`src/rtl/err_metric_pkg.sv`:
```
// Shared types, default widths and helpers for the approximate-adder error monitor.
package err_metric_pkg;

  typedef enum logic [1:0] {
    IDLE  = 2'd0,
    RUN   = 2'd1,
    DRAIN = 2'd2,
    DONE  = 2'd3
  } state_e;

  localparam int N_DEF     = 16;
  localparam int CNT_W_DEF = 24;
  localparam int ACC_W_DEF = 40;

  // abs_diff works on a fixed wide word; callers zero-extend and truncate.
  localparam int ABS_W = 32;

  function automatic logic [ABS_W-1:0] abs_diff(input logic [ABS_W-1:0] x,
                                                input logic [ABS_W-1:0] y);
    return (x >= y) ? (x - y) : (y - x);
  endfunction

endpackage

```
`src/rtl/err_distance_stage.sv`:
```
// S1: exact N-bit sum, error distance against the approximate sum, registered on transfer.
module err_distance_stage
  import err_metric_pkg::*;
#(
  parameter int N = N_DEF
) (
  input  logic         clk,
  input  logic         rst_n,
  input  logic         i_load,
  input  logic [N-1:0] i_a,
  input  logic [N-1:0] i_b,
  input  logic [N-1:0] i_approx,
  output logic         o_valid,
  output logic [N-1:0] o_ed,
  output logic         o_nonzero
);

  logic [N-1:0] w_exact;
  logic [N-1:0] w_ed;
  logic         w_nonzero;

  logic         r_valid;
  logic [N-1:0] r_ed;
  logic         r_nonzero;

  // Carry-out is dropped on purpose: only the N-bit sum is compared.
  assign w_exact   = i_a + i_b;
  assign w_ed      = N'(abs_diff(ABS_W'(i_approx), ABS_W'(w_exact)));
  assign w_nonzero = (w_exact != '0);

  always_ff @(posedge clk or negedge rst_n) begin
    if (!rst_n) begin
      r_valid   <= 1'b0;
      r_ed      <= '0;
      r_nonzero <= 1'b0;
    end else begin
      r_valid <= i_load;
      if (i_load) begin
        r_ed      <= w_ed;
        r_nonzero <= w_nonzero;
      end
    end
  end

  assign o_valid   = r_valid;
  assign o_ed      = r_ed;
  assign o_nonzero = r_nonzero;

endmodule

```
`src/rtl/approx_err_monitor.sv`:
```
// Error-metric accumulator for an approximate adder: run FSM, sample handshake and S2 accumulation.
module approx_err_monitor
  import err_metric_pkg::*;
#(
  parameter int N     = N_DEF,
  parameter int CNT_W = CNT_W_DEF,
  parameter int ACC_W = ACC_W_DEF
) (
  input  logic             clk,
  input  logic             rst_n,
  input  logic             start,
  input  logic [CNT_W-1:0] num_samples,
  input  logic             in_valid,
  output logic             in_ready,
  input  logic [N-1:0]     a,
  input  logic [N-1:0]     b,
  input  logic [N-1:0]     approx_sum,
  output logic             busy,
  output logic             done,
  output logic [CNT_W-1:0] sample_count,
  output logic [CNT_W-1:0] err_count,
  output logic [CNT_W-1:0] nonzero_count,
  output logic [ACC_W-1:0] ed_sum,
  output logic [N-1:0]     ed_max
);

  localparam int ACC_X = ACC_W + 1;

  state_e r_state;
  state_e w_state_next;

  logic [CNT_W-1:0] r_target;
  logic [CNT_W-1:0] r_accepted;
  logic [CNT_W-1:0] r_sample_count;
  logic [CNT_W-1:0] r_err_count;
  logic [CNT_W-1:0] r_nonzero_count;
  logic [ACC_W-1:0] r_ed_sum;
  logic [N-1:0]     r_ed_max;

  logic             w_start_accept;
  logic             w_transfer;
  logic             w_last;
  logic             w_s1_valid;
  logic [N-1:0]     w_s1_ed;
  logic             w_s1_nonzero;
  logic [ACC_X-1:0] w_sum_ext;
  logic [ACC_W-1:0] w_ed_sum_next;

  assign w_start_accept = start && ((r_state == IDLE) || (r_state == DONE));
  assign w_transfer     = in_valid && in_ready;
  assign w_last         = w_transfer && ((r_accepted + CNT_W'(1)) == r_target);

  err_distance_stage #(
    .N(N)
  ) u_s1 (
    .clk      (clk),
    .rst_n    (rst_n),
    .i_load   (w_transfer),
    .i_a      (a),
    .i_b      (b),
    .i_approx (approx_sum),
    .o_valid  (w_s1_valid),
    .o_ed     (w_s1_ed),
    .o_nonzero(w_s1_nonzero)
  );

  always_ff @(posedge clk or negedge rst_n) begin
    if (!rst_n) begin
      r_state <= IDLE;
    end else begin
      r_state <= w_state_next;
    end
  end

  always_comb begin
    w_state_next = r_state;
    unique case (r_state)
      IDLE, DONE: begin
        if (start) begin
          w_state_next = (num_samples == '0) ? DONE : RUN;
        end
      end
      RUN: begin
        if (w_last) begin
          w_state_next = DRAIN;
        end
      end
      DRAIN: begin
        // The accumulators are the S2 register, so an empty S1 means all updates landed.
        if (!w_s1_valid) begin
          w_state_next = DONE;
        end
      end
      default: w_state_next = IDLE;
    endcase
  end

  always_comb begin
    in_ready = 1'b0;
    busy     = 1'b0;
    done     = 1'b0;
    unique case (r_state)
      RUN: begin
        in_ready = (r_accepted < r_target);
        busy     = 1'b1;
      end
      DRAIN:   busy = 1'b1;
      DONE:    done = 1'b1;
      default: ;
    endcase
  end

  // Saturating add: one extra bit catches the overflow.
  assign w_sum_ext     = {1'b0, r_ed_sum} + ACC_X'(w_s1_ed);
  assign w_ed_sum_next = w_sum_ext[ACC_W] ? {ACC_W{1'b1}} : w_sum_ext[ACC_W-1:0];

  always_ff @(posedge clk or negedge rst_n) begin
    if (!rst_n) begin
      r_target        <= '0;
      r_accepted      <= '0;
      r_sample_count  <= '0;
      r_err_count     <= '0;
      r_nonzero_count <= '0;
      r_ed_sum        <= '0;
      r_ed_max        <= '0;
    end else if (w_start_accept) begin
      r_target        <= num_samples;
      r_accepted      <= '0;
      r_sample_count  <= '0;
      r_err_count     <= '0;
      r_nonzero_count <= '0;
      r_ed_sum        <= '0;
      r_ed_max        <= '0;
    end else begin
      if (w_transfer) begin
        r_accepted <= r_accepted + CNT_W'(1);
      end
      if (w_s1_valid) begin
        r_sample_count <= r_sample_count + CNT_W'(1);
        if (w_s1_ed != '0) begin
          r_err_count <= r_err_count + CNT_W'(1);
        end
        if (w_s1_nonzero) begin
          r_nonzero_count <= r_nonzero_count + CNT_W'(1);
        end
        r_ed_sum <= w_ed_sum_next;
        if (w_s1_ed > r_ed_max) begin
          r_ed_max <= w_s1_ed;
        end
      end
    end
  end

  assign sample_count  = r_sample_count;
  assign err_count     = r_err_count;
  assign nonzero_count = r_nonzero_count;
  assign ed_sum        = r_ed_sum;
  assign ed_max        = r_ed_max;

endmodule

```
`config.mk`:
```
export PLATFORM = sky130hd
export DESIGN_NAME = approx_err_monitor
export DESIGN_NICKNAME = d
export VERILOG_FILES = /design/src/rtl/err_metric_pkg.sv /design/src/rtl/err_distance_stage.sv /design/src/rtl/approx_err_monitor.sv
export SDC_FILE = /design/constraint.sdc
export NUM_CORES = 1
export LEC_CHECK = 0
export ABC_AREA = 1
export CAP_MARGIN = 15
export CORE_UTILIZATION = 57
export DETAILED_ROUTE_END_ITERATION = 10
export GPL_ROUTABILITY_DRIVEN = 0
export GPL_TIMING_DRIVEN = 1
export HOLD_SLACK_MARGIN = 0.1
export PLACE_DENSITY = 0.82
export REMOVE_ABC_BUFFERS = 1
export SLEW_MARGIN = 20
export SYNTH_ARGS = -nofsm -noshare
export SYNTH_HDL_FRONTEND = slang
export SYNTH_SLANG_ARGS = --single-unit
```
`constraint.sdc`:
```
create_clock -name clk -period 2.69 [get_ports clk]
set_input_delay 0.269 -clock clk [delete_from_list [all_inputs] [get_ports clk]]
set_output_delay 0.269 -clock clk [all_outputs]
set_load 0.02 [all_outputs]
```
==> results of run 1 <==
-- metal layers --
metal,vias up,share of wire
met5,-,0
met4,0,0.060
met3,306,0.077
met2,1065,0.49
li1,7900,-
met1,7961,0.38
-- worst max path at each step --
stage	from	slack [ns]	to	cells past startpoint
4_1_cts	a[0]	-0.04	u_s1.o_ed[6]$_DFFE_PN0P_	22
5_1_grt	b[4]	-0.54	u_s1.o_ed[8]$_DFFE_PN0P_	19
3_5_place_dp	a[0]	-1.10	u_s1.o_ed[2]$_DFFE_PN0P_	21
6_report	b[4]	-0.33	u_s1.o_ed[14]$_DFFE_PN0P_	22
3_3_place_gp	a[0]	-0.96	u_s1.o_ed[2]$_DFFE_PN0P_	21
2_1_floorplan	r_state[0]$_DFFE_PN0P_	-1.79	err_count[21]$_DFFE_PN0P_	14
-- power by group through the flow --
stage	sequential (mW)	combinational, mW	clock, mW
finish	4.09	8.23	2.61
global route	4.14	8.96	2.76
CTS	4.07	7.69	2.64
detailed placement	4.12	7.24	0
global placement	4.10	7.00	0
floorplan	4.22	4.12	0
-- registers in the layout, indices dropped and copies added, names as in the netlist, 16 cells and up --
name,flops
err_count,24
ed_sum,40
sample_count,24
r_target,24
nonzero_count,24
ed_max,16
u_s1.o_ed,16
r_accepted,24
-- cell usage in the layout (no fill, tap or decap), types with 79 or more instances in the layout --
| cell type | instances |
|---|---|
| nand2_1 | 568 |
| o21ai_0 | 134 |
| clkdlybuf4s50_1 | 174 |
| dfrtp_1 | 196 |
| a21oi_1 | 110 |
| nor2_1 | 144 |
| nand3_1 | 107 |
| buf_4 | 176 |
| inv_1 | 274 |
| ha_1 | 79 |
-- area by class of cell --
type,instances,area [sq um]
clock buffer,17,425
clock inverter,15,179
fill,1770,5590
inverter,301,1130
multi-input combinational,1628,9870
sequential,196,4900
tap,335,419
timing repair buffer,398,3540
-- logic make-up after synthesis --
| group | Yosys count |
|---|---|
| compound gates | 378 |
| xor+xnor | 66 |
| fa+ha+maj | 112 |
| buf+inv | 350 |
| flops | 196 |
| simple gates | 1071 |
-- what timing repair did --
action | CTS | global route
hold buffers | 1 | 0
pin swaps | 59 | 61
resized for setup | 212 | 93
setup buffers | 16 | 7
cloned | 2 | 0
hold endpoints to repair | 73 | 0
setup endpoints to repair | 16 | 57
-- worst register-to-register path: cells and delay by family, from the launching register on --
kind	cells	cell delay, ns
AOI/OAI and AO/OA	6	1.11
adders and majority gates	1	0.38
DFF	1	0.44
and+or+nand+nor	4	0.54
==> out/metrics.yaml, run 1 <==
pwr:
  p_sw_frac: 0.462
  comb_power_share: 0.551
  leakage_nw: 9.77
  total_power_mw: 14.9
  powerDensity_nw_per_um2: 730
  power.net_switching_mw: 6.89
  ir_drop_mv: 0.671
  p_int_mw: 8.04
  pwr-share-seq: 0.274
  pwr-share-clk: 0.175
global_route:
  overflow: 0
  gr-max-usage-layer: "met2"
  antenna_found_initial: 0
  grt_pass1_wl_um: 77800
  grt_max_degree: 78
  use_met2: 0.612
  grt_usage: 0.358
  grt_use_met3: 0.0540
  first_global_vias: 16400
  gr-usage-met1: 0.427
layout:
  fin_nets: 2730
  finalInstanceArea_sq_um: 20500
  layout-drive-gt1-share: 0.188
  fin_util: 0.785
  syn_to_final_growth_pct: 35.2
  fin_cells: 2890
  antenna-diode-count: 0
sta:
  setup-tns-final_ns: -3.61
  relSlewSlack: 0.532
  setup_viol: 15
  drv_slew: 0
  fin_crit_sh: 1.12
  skew_ns: 0.0256
  rsz0062_at_grt: "yes"
  finalHoldViolCount: 0
  hold_slack_ns: 0.377
  fmax_mhz: 331
  setup_ws_ns: -0.328
  tightest_slew_ns: 0.702
  post-route-min-period_ns: 3.02
critical_path:
  cpPeakStageDelay_ns: 0.29
  critical_path.top_delay_family: "simple AND/OR/NAND/NOR gates"
  crit_slowest_cell: "a21oi_2"
  arrival_ns: 3.36
  rr_worst_depth: 11
  critPathLaunchType: "primary input"
  r2r_start: "ed_sum[7]$_DFFE_PN0P_"
  cp-end-kind: "register"
  r2r_slack_ns: 0.16
  critical_path_class: "primary input to register"
  required_ns: 3.03
  path_buf_inv: 2
  path_cells: "buf_2 > ha_4 > a21oi_2 > nand2_1 > nand2_1 > nand3_2 > nand2_2 > nand2_1 > nand2_1 > nand2_2 > xnor2_2 > inv_2 > ha_4 > a21oi_1 > nor2_1 > a211oi_2 > o211ai_1 > xor2_1 > nand2_1 > nand2_2 > nand2_1 > nand2_1"
  crit_fanout: 3
  crit_top_cell: "nand2_1"
  rr_endpoint: "ed_sum[26]$_DFFE_PN0P_"
synth:
  synth_top_flop_cell: "dfrtp_1"
  async_reset_ff_frac: 1.00
  synth_compound_gate_area_share: 0.142
  synth_edf_count: 0
  synth_adder_area_share: 0.0945
  synthMuxAreaShare: 0
  yosys-top-cells-count: "nand2_1 (620), inv_1 (290), dfrtp_1 (196)"
  yosysTopAreaCellShare: 0.324
  synth_top_family_by_area: "simple AND/OR/NAND/NOR gates"
  yosysUniqueCellTypes: 58
  synth-simple-area-share: 0.311
  synth-xor-area-share: 0.0391
  seq_area_frac_synth: 0.324
  netlist_area_sq_um: 15100
  synthTopCellsByArea: "dfrtp_1 (32%), nand2_1 (15%), ha_1 (8.9%)"
  synth-seq-cells: 196
  synth_top_area_cell: "dfrtp_1"
  syn_avg_cell_area_sq_um: 6.97
  ys_warn_count: 0
  netlist_instances: 2173
  synth_most_common_cell: "nand2_1"
placement:
  dpl_cell_area_sq_um: 18700
  hpwl_um: 34700
  placed_cells: 2832
  dp_slack_ns: -1.10
  port-buffer-count: 206
drt:
  drtIter0Drc: 1664
  drt_first_pass_iters: 6
  wire_per_inst_um: 17.8
  wirelength_um: 51500
  via_per_inst: 5.96
  postRouteAntennaNets: 0
  route.detailed.drc: 0
  via_count: 17200
outcome:
  violations: "negative setup slack"
  status: "finished, violations left"
hold_path:
  holdPathStages: 4
  hold_class: "primary input to register"
  hp-start: "b[0]"
  whs_endpoint: "u_s1.o_ed[0]$_DFFE_PN0P_"
floorplan:
  die_x_um: 165
  die_area_sq_um: 27200
  fp.coreArea_sq_um: 26100
  initial_core_util: 0.581
  ioPinCount: 207
  die_y_um: 165
  num_rows: 59
clock_tree:
  cts_tree: "done"
  numCtsBuffers: 17
  clkTransAtPathRegs_ns: 0.08
  cts_buffer_depth: 2
  clk_latency_ns: 0.45
  htree_levels: 4
  clock_sinks: 196
  root_buffer: "clkbuf_16"
job:
  drv_cap: 0
Power figures use the tool's default switching activity.
==> inputs of run 2 (changes only) <==
- RECOVER_POWER: not set -> 50
- SKIP_CTS_REPAIR_TIMING: not set -> 1
==> run 2 against run 1 <==
The flow finishes with violations (max-capacitance violations, max-slew violations, negative setup slack). Combinational power fell by 1%. Worst hold slack worse by 0.0040 ns. Critical path depth is 2 higher. Critical path type unchanged. Largest power group unchanged.
==> out/metrics.yaml, run 2 (synthesis gave the netlist of run 1 again) <==
critical_path:
  r2r_slack_ns: -0.15
  cpPeakStageDelay_ns: 0.29
  arrival_ns: 3.50
  cp.depth: 24
  crit_fanout: 7
  critical_path.top_delay_family: "compound AO/OA/AOI/OAI gates"
  path_cells: "dlymetal6s2s_1 > ha_4 > nand2_2 > nand2_2 > a21oi_2 > buf_4 > nor3_2 > a211oi_2 > nand2_1 > nand2_1 > nand2_2 > buf_4 > ha_2 > a21oi_4 > nor3_4 > a211oi_4 > buf_4 > o31ai_4 > a21boi_4 > clkbuf_16 > nand2_1 > nand2_1 > nand2_1 > nand2_1"
  crit_slowest_cell: "a211oi_4"
  rr_endpoint: "sample_count[7]$_DFFE_PN0P_"
  critical_path_class: "primary input to register"
  rr_worst_depth: 6
  path_buf_inv: 5
  cp-end-kind: "register"
  r2r_start: "r_state[0]$_DFFE_PN0P_"
  critPathLaunchType: "primary input"
  crit_top_cell: "nand2_1"
  required_ns: 3.03
drt:
  postRouteAntennaNets: 0
  route.detailed.drc: 0
  drt_first_pass_iters: 6
  via_count: 16900
  via_per_inst: 5.86
  drtIter0Drc: 1524
  wirelength_um: 50500
  wire_per_inst_um: 17.5
sta:
  post-route-min-period_ns: 3.16
  finalHoldViolCount: 0
  skew_ns: 0.0267
  fmax_mhz: 317
  setup_ws_ns: -0.467
  drv_slew: 78
  tightest_slew_ns: 2.05
  setup_viol: 17
  relSlewSlack: -0.366
  fin_crit_sh: 1.17
  rsz0062_at_grt: "yes"
global_route:
  first_global_vias: 15600
  overflow: 0
  grt_pass1_wl_um: 72400
  antenna_found_initial: 0
  grt_max_degree: 78
  grt_usage: 0.329
layout:
  fin_util: 0.783
  mostFrequentLayoutCells: "nand2_1 (569), inv_1 (280), dfrtp_1 (196), buf_4 (171), nor2_1 (146)"
  fin_nets: 2724
  largest_register_ffs: 40
  finalInstanceArea_sq_um: 20400
  layout-drive-gt1-share: 0.175
  antenna-diode-count: 0
  final_common_cell: "nand2_1"
  fin_cells: 2884
  syn_to_final_growth_pct: 34.7
pwr:
  ir_drop_mv: 0.653
  powerDensity_nw_per_um2: 728
  total_power_mw: 14.8
  leakage_nw: 10.0
clock_tree:
  numCtsBuffers: 17
  cts_tree: "done"
  clock_sinks: 196
  cts_buffer_depth: 2
  clkTransAtPathRegs_ns: 0.08
  htree_levels: 4
  clk_latency_ns: 0.46
  root_buffer: "clkbuf_16"
placement:
  port-buffer-count: 206
  hpwl_um: 34700
  dp_slack_ns: -1.10
  dpl_cell_area_sq_um: 18700
  placed_cells: 2832
floorplan:
  die_x_um: 165
  die_y_um: 165
  num_rows: 59
  ioPinCount: 207
  fp.coreArea_sq_um: 26100
  die_area_sq_um: 27200
  initial_core_util: 0.581
hold_path:
  hold_class: "primary input to register"
  hp-start: "a[0]"
  whs_endpoint: "u_s1.o_ed[0]$_DFFE_PN0P_"
  holdPathStages: 4
outcome:
  status: "finished, violations left"
  violations: "max-capacitance violations, max-slew violations, negative setup slack"
job:
  drv_cap: 1
[run 2: changes by cell type in the layout (fill, tap and decap cells not counted), sizes merged, moves of 5 or more]
cell / delta
dlygate4sd2: -9
clkbuf: +5
buf: -23
clkdlybuf4s50: -35
dlygate4sd3: +35
dlymetal6s2s: +25
[run 2: worst max path at each step]
stage | from | end
after floorplan | r_state[0]$_DFFE_PN0P_ | err_count[21]$_DFFE_PN0P_
after global placement | a[0] | u_s1.o_ed[2]$_DFFE_PN0P_
after detailed placement | a[0] | u_s1.o_ed[2]$_DFFE_PN0P_
after CTS | a[0] | u_s1.o_ed[2]$_DFFE_PN0P_
after global routing | b[6] | u_s1.o_ed[14]$_DFFE_PN0P_
final | b[6] | u_s1.o_ed[14]$_DFFE_PN0P_
[run 2: report_power, final]
| part | total, mW | switching [mW] | internal, mW |
|---|---|---|---|
| registers | 4.08 | 0.577 | 3.51 |
| logic | 8.13 | 4.94 | 3.19 |
| clock network | 2.63 | 1.36 | 1.26 |
[run 2: stage by stage]
stage | hold WS, ns | TNS [ns]
5_1_grt | 0.377 | -13.49
4_1_cts | -0.132 | -9.73
3_5_place_dp | 0.339 | -16.24
2_1_floorplan | -0.0266 | -93.22
6_report | 0.373 | -5.67
3_3_place_gp | 0.341 | -14.40
[run 2: cell type report]
class | instances | area [sq um]
multi-input combinational | 1628 | 9770
sequential | 196 | 4900
clock inverter | 15 | 179
timing repair buffer | 392 | 3570
tap | 335 | 419
inverter | 301 | 1130
fill | 1781 | 5660
clock buffer | 17 | 425
[run 2: tightest hold or removal path, delay by kind of cell]
family	cells	cell delay [ns]
AOI/OAI and AO/OA	1	0.12
buffers and inverters	1	0.07
adders and majority gates	2	0.30
[run 2: layer usage]
metal | wire (um) | track usage | vias to the layer above
met3 | 3610 | 0.0460 | 244
met5 | 0 | 0 | -
met4 | 2930 | 0.157 | 0
li1 | - | - | 7869
met2 | 24600 | 0.563 | 929
met1 | 19400 | 0.408 | 7845
==> inputs of run 3 (changes only) <==
- CORE_MARGIN: not set -> 10
- PLACE_DENSITY: 0.82 -> 0.94
==> run 3 against run 2 <==
Sequential power up 1%. Design area barely moved. Clock-buffer cell count rose by 1. Global-route usage is 3.6 points lower. Largest power group unchanged. Sequential share of layout area about the same. Critical endpoint is now u_s1.o_ed[6]$_DFFE_PN0P_. Largest cell class unchanged. Highest routed layer is now met5. Core utilization fell by 0.30 points. Total power rose by 4.6%. Fmax is 6.3% lower. The run still ends with max-capacitance violations, max-slew violations, negative setup slack left. Die area up 23%.
==> out/metrics.yaml, run 3 (synthesis gave the netlist of run 1 again) <==
sta:
  setup_viol: 21
  finalHoldViolCount: 0
  relSlewSlack: -0.237
  fin_crit_sh: 1.25
  drv_slew: 73
  fmax_mhz: 297
  hold_slack_ns: 0.421
  skew_ns: 0.0268
  post-route-min-period_ns: 3.37
  tightest_slew_ns: 1.85
  setup_ws_ns: -0.678
  rsz0062_at_grt: "yes"
critical_path:
  r2r_start: "u_s1.o_ed[0]$_DFFE_PN0P_"
  crit_start: "b[0]"
  crit_slowest_cell: "a21boi_4"
  path_buf_inv: 5
  rr_endpoint: "ed_max[0]$_DFFE_PN0P_"
  path_cells: "buf_8 > ha_4 > fa_2 > a31o_4 > nand2_4 > nand2_4 > nand3_1 > nand2_2 > xnor2_2 > inv_2 > ha_4 > inv_1 > nor3_2 > a211oi_2 > buf_4 > o31ai_4 > a21boi_4 > clkbuf_16 > nand2_1 > nand2_1 > nand2_1 > nand2_1"
  arrival_ns: 3.76
  required_ns: 3.08
  cpPeakStageDelay_ns: 0.42
  critical_path_class: "primary input to register"
  r2r_slack_ns: -0.06
  critPathLaunchType: "primary input"
  cp-end-kind: "register"
  rr_worst_depth: 11
  critical_path.top_delay_family: "compound AO/OA/AOI/OAI gates"
  crit_top_cell: "nand2_1"
  crit_fanout: 7
layout:
  n_fill_cell: 1545
  syn_to_final_growth_pct: 34.6
  mostFrequentLayoutCells: "nand2_1 (572), inv_1 (280), dfrtp_1 (195), buf_4 (176), nor2_1 (146)"
  fin_nets: 2726
  largest_register_ffs: 40
  final_common_cell: "nand2_1"
  register_area_sq_um: 4910
  multi_input_area_sq_um: 9780
  antenna-diode-count: 0
  layout-drive-gt1-share: 0.176
floorplan:
  die_y_um: 183
  die_x_um: 183
  ioPinCount: 207
  initial_core_util: 0.579
  die_area_sq_um: 33500
  num_rows: 59
  fp.coreArea_sq_um: 26100
clock_tree:
  root_buffer: "clkbuf_16"
  clock_sinks: 196
  numCtsBuffers: 17
  clkTransAtPathRegs_ns: 0.08
  cts_buffer_depth: 2
  clk_latency_ns: 0.46
  htree_levels: 4
  cts_tree: "done"
drt:
  wire_per_inst_um: 21.0
  via_per_inst: 6.37
  route.detailed.drc: 0
  postRouteAntennaNets: 0
  wirelength_um: 60700
  drt_first_pass_iters: 7
  drtIter0Drc: 2892
  via_count: 18400
pwr:
  p_int_mw: 8.06
  p_sw_frac: 0.481
  pwr-share-seq: 0.265
  powerDensity_nw_per_um2: 762
  pwr-share-clk: 0.168
  ir_drop_mv: 0.552
  power.net_switching_mw: 7.46
  comb_power_share: 0.567
  total_power_mw: 15.5
  leakage_nw: 10.0
hold_path:
  whs_endpoint: "r_target[23]$_DFFE_PN0P_"
  holdPathStages: 3
  hold_class: "primary input to register"
  hp-start: "num_samples[23]"
job:
  drv_cap: 1
placement:
  hpwl_um: 38700
  port-buffer-count: 206
global_route:
  grt_max_degree: 73
  grt_pass1_wl_um: 81600
  antenna_found_initial: 1
  overflow: 0
  grt_usage: 0.293
  first_global_vias: 16900
outcome:
  status: "finished, violations left"
  violations: "max-capacitance violations, max-slew violations, negative setup slack"
run 3: cell count changes in the layout (fill, tap and decap cells not counted), moves of 3 or more:
| cell | delta |
|---|---|
| buf_4 | +5 |
| clkinv_8 | -5 |
| ha_1 | -3 |
| nand2_4 | -3 |
| buf_6 | -3 |
| nand2_1 | +3 |
| clkinvlp_4 | +3 |
run 3: how the worst max path moves through the flow:
stage,end,cells past startpoint
after CTS,u_s1.o_ed[10]$_DFFE_PN0P_,20
after global routing,u_s1.o_ed[6]$_DFFE_PN0P_,22
after global placement,u_s1.o_ed[2]$_DFFE_PN0P_,21
after detailed placement,u_s1.o_ed[10]$_DFFE_PN0P_,20
after floorplan,err_count[21]$_DFFE_PN0P_,14
final,u_s1.o_ed[6]$_DFFE_PN0P_,22
run 3: cell type report:
cell class	count	share of cell area
Multi-Input combinational cell	1628	0.480
Sequential cell	196	0.241
Timing Repair Buffer	394	0.175
Inverter	301	0.0554
Clock buffer	18	0.0211
Tap cell	335	0.0206
Clock inverter	14	0.00706
run 3: per-stage QoR:
step | util | instance area (sq um) | instances | TNS, ns | worst slack, ns
floorplan | - | 14900 | 2124 | -93.22 | -1.79
global placement | 0.715 | 18700 | 2829 | -14.55 | -0.983
detailed placement | 0.715 | 18700 | 2829 | -16.74 | -1.12
CTS | 0.736 | 19200 | 2861 | -10.24 | -0.666
global route | 0.780 | 20400 | 2886 | -16.81 | -0.782
finish | 0.780 | 20400 | 2886 | -9.06 | -0.678
run 3: per-layer routing:
layer | GRT usage | vias up | wire (um)
li1 | - | 7868 | -
met3 | 0.0603 | 558 | 6690
met1 | 0.331 | 8291 | 20200
met4 | 0.186 | 2 | 5470
met2 | 0.498 | 1651 | 28400
met5 | 0 | - | 13
run 3: tightest hold or removal path, stage by stage:
cell	delay, ns
clkdlybuf4s50_1	0.42
nand2_1	0.07
o21ai_0	0.07
run 3: power by group through the flow:
stage	combinational, mW	clock (mW)	sequential [mW]
after floorplan	4.12	0	4.22
after global placement	7.07	0	4.10
after detailed placement	7.39	0	4.10
after CTS	7.50	2.59	4.06
after global routing	9.38	2.70	4.14
final	8.80	2.61	4.12
